**config.mk**
```make
export PLATFORM = sky130hd
export DESIGN_NAME = rvv_instr_queue
export DESIGN_NICKNAME = d
export VERILOG_FILES = /design/src/rtl/rvv_instr_queue.sv
export SDC_FILE = /design/constraint.sdc
export NUM_CORES = 1
export LEC_CHECK = 0
export ABC_AREA = 1
export BUFFER_PORTS_ARGS = -buffer_cell sky130_fd_sc_hd__buf_2
export CAP_MARGIN = 20
export CORE_MARGIN = 2
export CORE_UTILIZATION = 50
export DETAILED_ROUTE_END_ITERATION = 12
export PLACE_DENSITY = 0.71
export SETUP_SLACK_MARGIN = 0.4
export SYNTH_ARGS = -nofsm -noshare
export SYNTH_HDL_FRONTEND = slang
export SYNTH_SLANG_ARGS = --single-unit
```
**constraint.sdc**
```tcl
create_clock -name clk -period 3 [get_ports clk]
set_input_delay 0.15 -clock clk [delete_from_list [all_inputs] [get_ports clk]]
set_output_delay 0.15 -clock clk [all_outputs]
set_load 0.005 [all_outputs]
```
**src/rtl/rvv_instr_queue.sv**
```systemverilog
// Instruction queue between the scalar core's vector-offload port and the
// vector decoder. Non-vector opcodes are accepted but dropped (flagged via a
// one-cycle illegal pulse); vector instructions are buffered in program order.
module rvv_instr_queue #(
    parameter  int DEPTH = 4,
    localparam int CW    = $clog2(DEPTH + 1)
) (
    input  logic          clk,
    input  logic          rst,
    input  logic          in_valid,
    output logic          in_ready,
    input  logic [31:0]   in_instr,
    input  logic          flush,
    output logic          out_valid,
    input  logic          out_ready,
    output logic [31:0]   out_instr,
    output logic          illegal,
    output logic [CW-1:0] count,
    output logic          full,
    output logic          empty
);

    localparam int PW = (DEPTH > 1) ? $clog2(DEPTH) : 1;

    localparam logic [6:0] OPC_OP_V  = 7'b1010111;
    localparam logic [6:0] OPC_LOAD  = 7'b0000111;
    localparam logic [6:0] OPC_STORE = 7'b0100111;

    logic [31:0]   mem [DEPTH];
    logic [PW-1:0] wr_ptr;
    logic [PW-1:0] rd_ptr;
    logic          push;
    logic          pop;
    logic          vec_push;
    logic          is_vec;

    // Only OP-V, vector load and vector store opcodes are queued.
    function automatic logic is_vector_opcode(input logic [6:0] opc);
        return (opc == OPC_OP_V) || (opc == OPC_LOAD) || (opc == OPC_STORE);
    endfunction

    // Status flags and handshakes decoded from registered state only.
    always_comb begin
        full      = (count == CW'(DEPTH));
        empty     = (count == '0);
        in_ready  = !full;
        out_valid = !empty;
        is_vec    = is_vector_opcode(in_instr[6:0]);
        push      = in_valid && in_ready;
        vec_push  = push && is_vec;
        pop       = out_valid && out_ready;
        out_instr = empty ? 32'h0000_0000 : mem[rd_ptr];
    end

    // Pointer, occupancy and illegal-pulse state; flush clears the queue but
    // still lets a dropped non-vector instruction report itself.
    always_ff @(posedge clk) begin
        if (rst) begin
            wr_ptr  <= '0;
            rd_ptr  <= '0;
            count   <= '0;
            illegal <= 1'b0;
        end else begin
            illegal <= push && !is_vec;
            if (flush) begin
                wr_ptr <= '0;
                rd_ptr <= '0;
                count  <= '0;
            end else begin
                if (vec_push) wr_ptr <= wr_ptr + 1'b1;
                if (pop)      rd_ptr <= rd_ptr + 1'b1;
                if (vec_push && !pop)      count <= count + 1'b1;
                else if (!vec_push && pop) count <= count - 1'b1;
            end
        end
    end

    // Storage write; contents are never reset, only the pointers are.
    always_ff @(posedge clk) begin
        if (vec_push && !flush && !rst) mem[wr_ptr] <= in_instr;
    end

endmodule

```
# Yosys cells after proc, flatten, opt, wreduce, memory -nomap -nowiden
# Memory sizes are Yosys's and may differ from the RTL's. A register that Yosys moved wholly into a read port is not among the register bits.
# Index checks and enable logic that the tools add are counted.
[op_classes]
muxes = 7
addsub = 4
n_reduce_logical = 20
n_eq_ne = 4
[ops]
columns = ["cell", "count"]
rows = [
  ["$mux 32", 1],
  ["$logic_and 1x1->1", 8],
  ["$eq 7x3->1 const B", 1],
  ["$eq 7x6->1 const B", 1],
  ["$eq 7x7->1 const B", 1],
  ["$logic_not 1->1", 7],
  ["$mux 3", 2],
  ["$add 2x1->2 const B", 2],
  ["$mux 2", 2],
  ["$add 3x1->3 const B", 1],
  ["$eq 3x3->1 const B", 1],
  ["$logic_not 3->1", 1],
  ["$sub 3x1->3 const B", 1],
  ["$logic_or 1x1->1", 2],
  ["$mux 1", 2],
  ["$reduce_bool 2->1", 1],
  ["$reduce_or 2->1", 1],
]
[word_totals]
ram_bits = 128
reg_bits = 8
n_memories = 1
output_inout_bits = 40
elab_cells = 40
[mem_list]
columns = ["name", "depth", "width", "read_ports", "rd_clocked_by_memory_dff", "wr", "line", "rtl"]
rows = [
  ["mem", 4, 32, 1, 1, 1, "29", "logic [31:0] mem [DEPTH];"],
]

# Logic depth before layout (Yosys ltp)
# Gate-level depths: netlist of run 1.
[depth]
depth_word = 8
mapped_depth = 12
ltp_nobuf = 12

# Worst setup path after synthesis of run 1
# No wires, ideal clock.
[synth_path]
path_type = "register to register"
start = "reg count[1]"
end = "mem mem[0][0] (enable)"
setup_ns = 0.421
arrival_ns = 2.292
slack_ns = 0.287
n_path_buf = 0
period_less_slack_ns = 2.713
path_stages_with_launch = 7
cell_sequence = "dfxtp_1 -> inv_1 -> nand2_1 -> o21ai_1 -> nor2_1 -> nand2_2 -> nor2_1"
[synth_between]
elab_chain_cells = 8
[synth_lines]
columns = ["element", "line", "rtl"]
rows = [
  ["from (decl)", "18", "output logic [CW-1:0] count,"],
  ["from (signal assigned)", "72", "if (vec_push && !pop) count <= count + 1'b1;"],
  ["from (signal assigned)", "73", "else if (!vec_push && pop) count <= count - 1'b1;"],
  ["$eq 3x3->1", "44", "full = (count == CW'(DEPTH));"],
  ["$logic_not 1->1", "46", "in_ready = !full;"],
  ["$logic_and 1x1->1", "49", "push = in_valid && in_ready;"],
  ["$logic_and 1x1->1", "50", "vec_push = push && is_vec;"],
  ["via vec_push", "34", "logic vec_push;"],
  ["$logic_and 1x1->1 (2 in a row)", "80", "if (vec_push && !flush && !rst) mem[wr_ptr] <= in_instr;"],
  ["$mux 1", "80", ""],
  ["$mux 1 (not written as such)", "80", ""],
  ["to (decl)", "29", ""],
]
# The timed path passes the listed nets, and every way through them passes these cells.

# Worst setup path after layout of run 1
[layout_path]
start = "reg count[1]"
end = "out out_instr[14]"
[layout_between]
elab_chain_cells = 2
[layout_lines]
columns = ["element", "line", "rtl"]
rows = [
  ["$logic_not 3->1", "45", "empty = (count == '0);"],
  ["$mux 32", "52", "out_instr = empty ? 32'h0000_0000 : mem[rd_ptr];"],
  ["to (decl)", "16", "output logic [31:0] out_instr,"],
]
# No other way between the ends.

==> metrics.md, run 1 <==
| Metric | Value |
|---|---|
| Cell count after synthesis | 460 |
| Chip width | 109 um |
| Maxcap violations | 0 |
| R2R Path End | mem[2][27] |
| Core area | between 10000 and 15000 um2 |
| Most used cell, CP | inv_1 |
| P&R area growth vs syn | 26.5% |
| Crit Path Max Fanout | 20 |
| Max Slew Vio Count | 0 |
| IO Pins | 77 |
| Setup TNS | 0 ns |
| Area of the multi-input gates | 1290 um2 |
| Area leader, netlist | edfxtp_1 |
| RSZ-0062 raised after global routing | no |
| Clock skew | 0.00722 ns |
| Post-Syn Area | 5530 um2 |
| Dpl cells | 661 |
| Kind of critical path | reg2out |
| Layout cells sized above 1 | 0.207 |
| 1st-iter DRT viols | 280 |
| Clock sink count | 138 |
| Cells on Worst Hold Path | 6 |
| Synth unique cells | 22 |
| Total CTS buffers | 17 |
| Via count | roughly 3800 |
| Setup crit start kind | flip-flop |
| Worst setup EP type | output pin |
| TritonCTS clock tree | yes |
| Commonest non-fill, non-tap cell in the layout | nor2_1 |
| Antenna-violating nets left | 0 |
| GRT overflow | 0 |
| Die Y | 109 um |
| Fin crit share | 0.775 |
| CP max stage delay | between 0.4 and 0.5 ns |
| Status | completed |
| Row Count | 38 |
| Fill cell count | 825 |
| Hold endpoint | wr_ptr[1] |
| Antenna Cells | 0 |
| All-Layer GR Usage | 0.213 |
| # nets final | 619 |
| Post-layout util | 0.646 |
| Register area | 4050 um2 |
| Yosys top cell area share | 0.695 |
| Worst min-delay path class | in2reg |
| Setup Fix Bufs, Post-CTS | 0 |
| Leakage | 0.00262 uW |
| H-tree depth | 4 |
| Seq cells post-synth | 138 |
| Relative slew slack | 0.570 |
| Number of port buffers | 76 |
| Final wirelength | ~12000 um |
| R2R cell count | 7 |
| Drt wl/cell | 16.0 um |
| Number of cells on the critical path | 6 |
| Syn nets | 503 |
| Reg2reg setup slack | roughly 0.74 ns |
| Largest net degree at the start of global routing | 65 |
| Finish-stage setup viols | 0 |
| Clk slew on worst S/H paths | 0.06 ns |
| Clk_lat worst skew | 0.51 ns |
| Fmax | approximately 430 MHz |
| Required time worst endpoint | about 2.9 ns |
| Vias per cell | 5.20 |
| Clock root buffer | clkbuf_8 |
| Delay-heaviest family, CP | buffers and inverters |
| Placed wire-length estimate | around 6700 um |
| Min-delay src | in_valid |
| Highest-delay cell along the critical path | inv_1 |
| Drt drc | 0 |
| Reg-to-reg startpoint | count[1] |
| Commonest non-fill, non-tap cells in the layout | nor2_1 (138), edfxtp_1 (128), buf_2 (76) |
| Syn Area/Cell | roughly 12 um2 |
| Crit path DAT | 2.17 ns |
| Ranking of synthesized cells by area | edfxtp_1 (69%), nor2_1 (9.6%), dfxtp_1 (3.6%), a21oi_1 (3.5%), o21ai_1 (3.4%) |
| Fin crit period | approximately 2.3 ns |
| First-pass GRT wire length | 18500 um |
| Final std cells w/o fill | 729 |
| Max clock buf depth | 2 |
| Routability cong. | 0.809 |
| Drt pass-1 iters | 4 |
| Seq/Total Area, Yosys | 0.731 |
| Starting Density | 0.511 |
| Worst path buffer plus inverter count | 4 |
| Least-Margin Pin Slew | 0.645 ns |
| Vias in the first global route | 3831 |
| PD cells | 618 nW/um2 |
| Synth Warn # | 0 |
| VDD IR max | about 0.00034 V |
| Die ar. | between 10000 and 15000 um2 |
| Initial antenna violation count | 0 |
| Cell Chain, Critical Path | inv_1 -> nand3_2 -> inv_1 -> buf_4 -> a21oi_1 -> buf_2 |
| Final hold viol count | 0 |
## worst max-delay path by stage
stage	end	slack [ns]	start
after global routing	out_instr[3]	0.48	flip-flop
after global placement	mem[0][28]	0.83	count[1]
final	out_instr[14]	0.68	count[1]
after detailed placement	mem[0][19]	0.72	count[0]
after CTS	out_instr[0]	0.54	flip-flop
after floorplan	mem[0][0]	0.29	count[1]
## cells by family (layout without fill, tap and decap cells)
kind of cell / count (synthesis) / count (layout) / share of synthesized area
flip-flops: 138 / 138 / 0.731
buffers and inverters: 44 / 173 / 0.0414
adder cells (fa/ha/maj): 6 / 6 / 0.0149
AND/OR/NAND/NOR: 164 / 164 / 0.115
AO/OA/AOI/OAI: 108 / 108 / 0.0977
## per-layer routing
metal  GRT usage  vias to the layer above  part of all wire
li1            -                     1842                 -
met1       0.252                     1835              0.43
met2       0.373                      108              0.52
met3      0.0430                        4             0.041
met4      0.0976                        0            0.0047
met5           0                        -                 0
## per-stage QoR
stage | power [uW] | hold WS (ns) | instance area, um2 | worst slack, ns
after floorplan | 2180 | 0.229 | 5530 | 0.287
after global placement | 2230 | 0.340 | 6040 | 0.834
after detailed placement | 2240 | 0.337 | 6040 | 0.720
after CTS | 4350 | 0.0192 | 7000 | 0.540
after global routing | 4440 | 0.0627 | 7000 | 0.485
final | 4330 | 0.0532 | 7000 | 0.675
## synthesized netlist by cell type (all sizes together)
library cell  count
a21oi            39
buf              16
clkbuf            7
dfxtp            10
edfxtp          128
fa                1
ha                5
inv              21
nand2            13
nand3             5
nand4             2
nor2            142
nor3              1
o21ai            69
or2               1
## worst min-delay path, cell delays in order
cell and delay, ns:
buf_2 0.10, inv_1 0.04, nor2_1 0.05, nand3_1 0.07, nand2_1 0.04, nor2_1 0.07
## what timing repair did
action	CTS	global route
hold buffers	36	0
setup endpoints to repair	0	1
endpoints found under the hold margin	134	0
gates resized for setup	0	2
## sequential cells by signal, indices dropped and copies added (netlist names), named ones only
signal   cells
count        3
illegal      1
mem        128
rd_ptr       2
wr_ptr       2
## final cells by class
cell class / instances / area share
clock buffers: 18 / 0.0597
clock inverters: 14 / 0.0252
inverters: 21 / 0.0116
multi-input cells: 278 / 0.184
flip-flops and latches: 138 / 0.578
well taps: 140 / 0.0250
repair buffers: 120 / 0.116
## power by group
| group | total [uW] | leakage [uW] | switching [uW] | internal [uW] |
|---|---|---|---|---|
| clock network | 2090 | 0.000292 | 752 | 1340 |
| logic | 131 | 0.00109 | 66.0 | 64.7 |
| registers | 2100 | 0.00123 | 1.24 | 2100 |
Note: power is estimated with default switching activity, not from simulation.
==> run 2, diff against run 1 <==
Settings changed: ABC_AREA 1 to 0.
Clock period 3 ns to 2.35 ns, I/O delays scaled along.
==> run 2 against run 1 <==
Effect of this change:
- cell count down 25%
- global-route usage down 2.1 points
- critical path type is now reg2reg
- highest routed layer unchanged
- core utilization up 6.5 points
- first-iteration DRC count down 46%
- critical endpoint is now count[2]
- die area down 2.9%
==> metrics.md, run 2 <==
| Metric | Value |
|---|---|
| Final wirelength | 10300 um |
| Met2 Use GR | 0.319 |
| Clk_lat worst skew | 0.50 ns |
| Reg-to-reg startpoint | count[2] |
| Antenna-violating nets left | 0 |
| Routability cong. | 0.713 |
| VDD IR max | 0.000523 V |
| Async SR Flop Fraction | 0 |
| Critical Path End | count[2] |
| Syn Area/Cell | 20.6 um2 |
| Leakage | around 0.0026 uW |
| Vias per cell | roughly 5.3 |
| Fmax | 483 MHz |
| Largest net degree at the start of global routing | 36 |
| Final hold viol count | 0 |
| Synth Warn # | 0 |
| Total CTS buffers | 17 |
| Core area | between 10000 and 15000 um2 |
| Syn nets | 304 |
| Most frequent cell after synthesis | edfxtp_1 |
| Largest regs | mem x128, count x3 |
| Commonest non-fill, non-tap cell in the layout | edfxtp_1 |
| Pre-CTS WS | 0.146 ns |
| Clk slew on worst S/H paths | about 0.060 ns |
| GR Util met3 | 0.0478 |
| First-pass GRT wire length | around 16000 um |
| Finish-stage setup viols | 0 |
| Starting Density | 0.517 |
| Post-synth EDFFs | between 100 and 150 |
| Relative slew slack | 0.411 |
| Status | completed |
| GRT overflow | 0 |
| Die Y | 108 um |
| Met1 Resource Use GR | 0.252 |
| # nets final | ~440 |
| Drt pass-1 iters | 4 |
| Synth unique cells | 33 |
| Fin crit period | 2.07 ns |
| Vias in the first global route | 3059 |
| Antenna Cells | 0 |
| TritonCTS clock tree | yes |
| Worst min-delay path class | in2reg |
| Least-Margin Pin Slew | between 0.8 and 0.9 ns |
| Ranking of synthesized cells by area | edfxtp_1 (72%), mux4_2 (13%), and2_1 (3.7%), dfxtp_1 (3.7%), ha_1 (1.2%) |
| Area leader, netlist | edfxtp_1 |
| Global route hottest layer | met2 |
| 1st-iter DRT viols | 150 |
| CP max stage delay | 0.36 ns |
| Layout cells sized above 1 | 0.499 |
| Number of port buffers | 76 |
| Largest register FFs | roughly 130 |
| Maxcap violations | 0 |
| Seq/Total Area, Yosys | 0.754 |
| Max Slew Vio Count | 0 |
| Via count | 2890 |
| Clock skew | approximately 0.01 ns |
| Top FF cell, synth | edfxtp_1 |
| RSZ-0062 raised after global routing | yes |
| PD cells | between 700 and 800 nW/um2 |
| Max clock buf depth | 2 |
| P&R area growth vs syn | 37.4% |
| Crit. Startpoint | count[2] |
| Seq cells post-synth | 138 |
| Placed wire-length estimate | 5580 um |
| Crit path DAT | between 2 and 3 ns |
| Post-Syn Area | 5370 um2 |
| Row Count | 37 |
| Chip width | 108 um |
| Cell Chain, Critical Path | or3b_4 -> and2_4 -> and2_4 -> ha_4 -> inv_2 -> fa_2 -> xor2_2 -> or3_4 -> a21oi_2 |
| Clock sink count | approximately 140 |
| R2R cell count | 9 |
| Die ar. | 11600 um2 |
| H-tree depth | 4 |
| Yosys top cell area share | 0.716 |
| Drt drc | 0 |
| IO Pins | 77 |
| Worst setup EP type | flip-flop |
| Crit Path Max Fanout | 7 |
| Fin crit share | 0.881 |
| Biggest register | mem |
| Most used cell, CP | and2_4 |
| R2R Path End | count[2] |
| Drt wl/cell | 18.8 um |
| Kind of critical path | reg2reg |
| Cell count after synthesis | between 200 and 300 |
| Setup crit start kind | flip-flop |
| Setup TNS | 0 ns |
| Initial antenna violation count | 0 |
| All-Layer GR Usage | 0.192 |
| Commonest cells post-synth | edfxtp_1 (128), and2_1 (32), mux4_2 (32) |
| Required time worst endpoint | approximately 2.8 ns |
| Commonest non-fill, non-tap cells in the layout | edfxtp_1 (128), buf_2 (50), dlygate4sd3_1 (35) |
| Worst Slack Setup Final | 0.280 ns |
| Highest-delay cell along the critical path | fa_2 |
| Reg2reg setup slack | 0.28 ns |
| Clock root buffer | clkbuf_8 |
run 2: changes by cell type in the layout (fill, tap and decap cells not counted), sizes merged, moves of 2 or more:
cell,delta
nor2,-136
o21ai,-67
a21oi,-38
and2,+34
mux4,+32
inv,-17
buf,+12
nand2,-11
and3,+4
nand3,-4
xor2,+4
a211oi,+2
or3,+2
run 2: report_power, final:
part | total (uW) | internal [uW] | switching, uW
sequential | 2680 | 2680 | 1.90
combinational | 188 | 111 | 76.9
clock | 2660 | 1700 | 953
total | 5530 | 4490 | 1030
run 2: cell families (layout without fill, tap and decap cells):
logic type               count (synthesis)  after routing  synth area share
adder cells (fa/ha/maj)                  6              6            0.0154
AND/OR/NAND/NOR                         56             56            0.0641
flip-flops                             138            138             0.754
XOR/XNOR                                 4              4           0.00653
AO/OA/AOI/OAI                            6              6           0.00816
buffers and inverters                   18            168            0.0161
multiplexers                            33             33             0.136
run 2: how the worst min path moves through the flow:
stage	startpoint	end	slack [ns]	cells after the start
after floorplan	rst	illegal	0.19	1
after global placement	rst	illegal	0.31	2
after detailed placement	rst	illegal	0.32	2
after CTS	in_valid	wr_ptr[0]	0.08	4
after global routing	in_valid	wr_ptr[0]	0.12	4
final	in_valid	wr_ptr[0]	0.11	4
run 2: stage by stage:
stage / hold slack (ns) / total power [uW] / std cells / cell area, um2 / utilization
3_5_place_dp: 0.315 / 2850 / 466 / 5940 / 0.573
5_1_grt: 0.122 / 5680 / 547 / 7380 / 0.711
3_3_place_gp: 0.313 / 2840 / 466 / 5940 / 0.573
4_1_cts: 0.0769 / 5540 / 544 / 7170 / 0.692
2_1_floorplan: 0.194 / 2780 / 261 / 5410 / -
6_report: 0.112 / 5530 / 547 / 7380 / 0.711
run 2: what timing repair did:
item                       4_1_cts  5_1_grt
setup endpoints to repair      162      162
hold endpoints to repair       135        0
pin swaps                        7        7
cloned                           3        1
gates resized for setup         37       37
buffers inserted                 9        2
hold buffers                    35        0
run 2: area by class of cell:
type	instances	area, um2
Multi-Input combinational cell	105	1350
Inverter	5	18.8
Sequential cell	138	4060
Clock buffer	17	414
Timing Repair Buffer	132	1180
Tap cell	136	170
Clock inverter	14	179
Fill cell	671	2990
run 2: layer usage:
layer,part of all wire,vias to the layer above,routed length (um)
li1,-,1320,-
met1,0.43,1469,4390
met2,0.52,95,5370
met3,0.047,6,481
met4,0.0046,0,47
met5,0,-,0
run 2: worst max-delay path: cells and delay by family, from the launching register on:
kind	cells	cell delay, ns
AO/OA/AOI/OAI	1	0.11
buffers and inverters	1	0.04
adder cells (fa/ha/maj)	2	0.50
AND/OR/NAND/NOR	4	0.87
XOR/XNOR	1	0.16
flip-flops	1	0.33
==> run 3, diff against run 2 <==
==> constraint.sdc (replaced) <==
create_clock -name clk -period 2.4 [get_ports clk]
set_input_delay 0.12 -clock clk [delete_from_list [all_inputs] [get_ports clk]]
set_output_delay 0.12 -clock clk [all_outputs]
set_load 0.05 [all_outputs]
==> run 3 against run 2 <==
Effect of this change:
- global-route usage is 1.1 points lower
- total power is 3.3% higher
- sequential share of layout area grew 0.13 points
- die area stayed put
- largest power group is now the clock network
==> metrics.md, run 3 (synthesis gave the netlist of run 2 again) <==
| Metric | Value |
|---|---|
| Relative slew slack | 0.646 |
| Commonest non-fill, non-tap cell in the layout | edfxtp_1 |
| Final wirelength | 9730 um |
| Antenna Cells | 0 |
| Largest regs | mem x128, count x3 |
| TritonCTS clock tree | yes |
| Max clock buf depth | 2 |
| Setup crit start kind | flip-flop |
| PD cells | 775 nW/um2 |
| Largest register FFs | 128 |
| Most used cell, CP | buf_6 |
| CP max stage delay | approximately 0.50 ns |
| Placed wire-length estimate | 5410 um |
| Worst min-delay path class | in2reg |
| IO Pins | 77 |
| Die ar. | between 10000 and 15000 um2 |
| Total CTS buffers | 17 |
| Drt wl/cell | between 15 and 20 um |
| Die Y | around 110 um |
| Leakage | 0.00261 uW |
| Via count | 2803 |
| Antenna-violating nets left | 0 |
| Fin crit share | 0.880 |
| Final hold viol count | 0 |
| Core area | 10400 um2 |
| Setup TNS | 0 ns |
| Drt pass-1 iters | 4 |
| Max Slew Vio Count | 0 |
| Clock skew | 0.00806 ns |
| Least-Margin Pin Slew | 0.531 ns |
| Clock root buffer | clkbuf_8 |
| Biggest register | mem |
| Vias in the first global route | approximately 2900 |
| Required time worst endpoint | 2.28 ns |
| VDD IR max | 0.000620 V |
| Crit path DAT | 1.99 ns |
| GRT overflow | 0 |
| Largest net degree at the start of global routing | 36 |
| Drt drc | 0 |
| First-pass GRT wire length | 14900 um |
| RSZ-0062 raised after global routing | yes |
| Clock sink count | 138 |
| Post-layout util | 0.710 |
| Layout cells sized above 1 | 0.486 |
| Fmax | 473 MHz |
| 1st-iter DRT viols | roughly 120 |
| Status | completed |
| Kind of critical path | reg2out |
| Vias per cell | a little over 5 |
| Highest-delay cell along the critical path | mux4_2 |
| All-Layer GR Usage | 0.180 |
| Worst setup EP type | output pin |
| Fin crit period | between 2 and 2.5 ns |
| # nets final | 437 |
| Initial antenna violation count | 0 |
| Clk_lat worst skew | 0.51 ns |
| Maxcap violations | 0 |
| Starting Density | 0.517 |
| Finish-stage setup viols | 0 |
| Crit Path Max Fanout | 7 |
| Routability cong. | 0.771 |
| P&R area growth vs syn | 37.1% |
| Row Count | 37 |
| Number of port buffers | 76 |
| Commonest non-fill, non-tap cells in the layout | edfxtp_1 (128), buf_2 (43), dlygate4sd3_1 (35) |
| H-tree depth | 4 |
| Chip width | 108 um |
| Fill cell count | a little under 700 |
| Clk slew on worst S/H paths | 0.06 ns |
| Cell Chain, Critical Path | buf_6 -> buf_16 -> mux4_2 -> and2_4 -> buf_6 |
## run 3: cell types whose count changed in the layout (fill, tap and decap cells not counted), sizes merged
cell    previous run  this run
buf               96        92
bufinv             4         6
clkinv             7         5
## run 3: cell type report
| cell class | instances | area, um2 | share of cell area |
|---|---|---|---|
| flip-flops and latches | 138 | 4060 | 0.552 |
| multi-input cells | 105 | 1340 | 0.182 |
| repair buffers | 127 | 1110 | 0.151 |
| clock buffers | 18 | 418 | 0.0568 |
| clock inverters | 14 | 244 | 0.0332 |
| well taps | 136 | 170 | 0.0231 |
| inverters | 5 | 18.8 | 0.00255 |
## run 3: stage by stage
step                cell area [um2]  instances  hold WS, ns  power, uW  setup slack [ns]
floorplan                      5400        261        0.196       2760            0.0808
global placement               5930        466        0.316       2820             0.277
detailed placement             5930        466        0.320       2830             0.230
CTS                            7330        541       0.0875       5750             0.251
global route                   7360        543        0.198       5870             0.209
finish                         7360        543        0.184       5710             0.287
## run 3: routing by layer
layer	part of all wire	vias up	GRT usage
met2	0.51	80	0.301
met4	0.0070	0	0.0577
met3	0.045	8	0.0605
met1	0.44	1410	0.223
met5	0	-	0
li1	-	1305	-
## run 3: worst paths after layout
| kind | startpoint | to | slack, ns | depth (start not counted) |
|---|---|---|---|---|
| worst min register to register | wr_ptr[0] | wr_ptr[0] | 0.49 | 2 |
| worst max register to register | count[0] | count[2] | 0.36 | 9 |
| worst min-delay path | in_instr[2] | wr_ptr[0] | 0.18 | 6 |
| worst max-delay path | flip-flop | out_instr[7] | 0.29 | 5 |
## run 3: critical path: cells and delay by family, from the launching register on
| kind | cells | cell delay, ns |
|---|---|---|
| buffers and inverters | 3 | 0.40 |
| DFF | 1 | 0.41 |
| muxes | 1 | 0.50 |
| and+or+nand+nor | 1 | 0.17 |
## run 3: timing repair
action | CTS | global route
endpoints found under the setup margin | 163 | 35
cloned | 2 | 0
hold buffers | 35 | 0
resized for setup | 93 | 5
hold endpoints to repair | 137 | 0
pin swaps | 4 | 2
setup buffers | 6 | 2
## run 3: where the power goes
part | switching [uW] | total (uW) | internal, uW | leakage (uW)
clock | 953 | 2860 | 1900 | 0.000316
combinational | 116 | 224 | 108 | 0.00106
sequential | 1.99 | 2630 | 2620 | 0.00123
total | 1070 | 5710 | 4640 | 0.00261
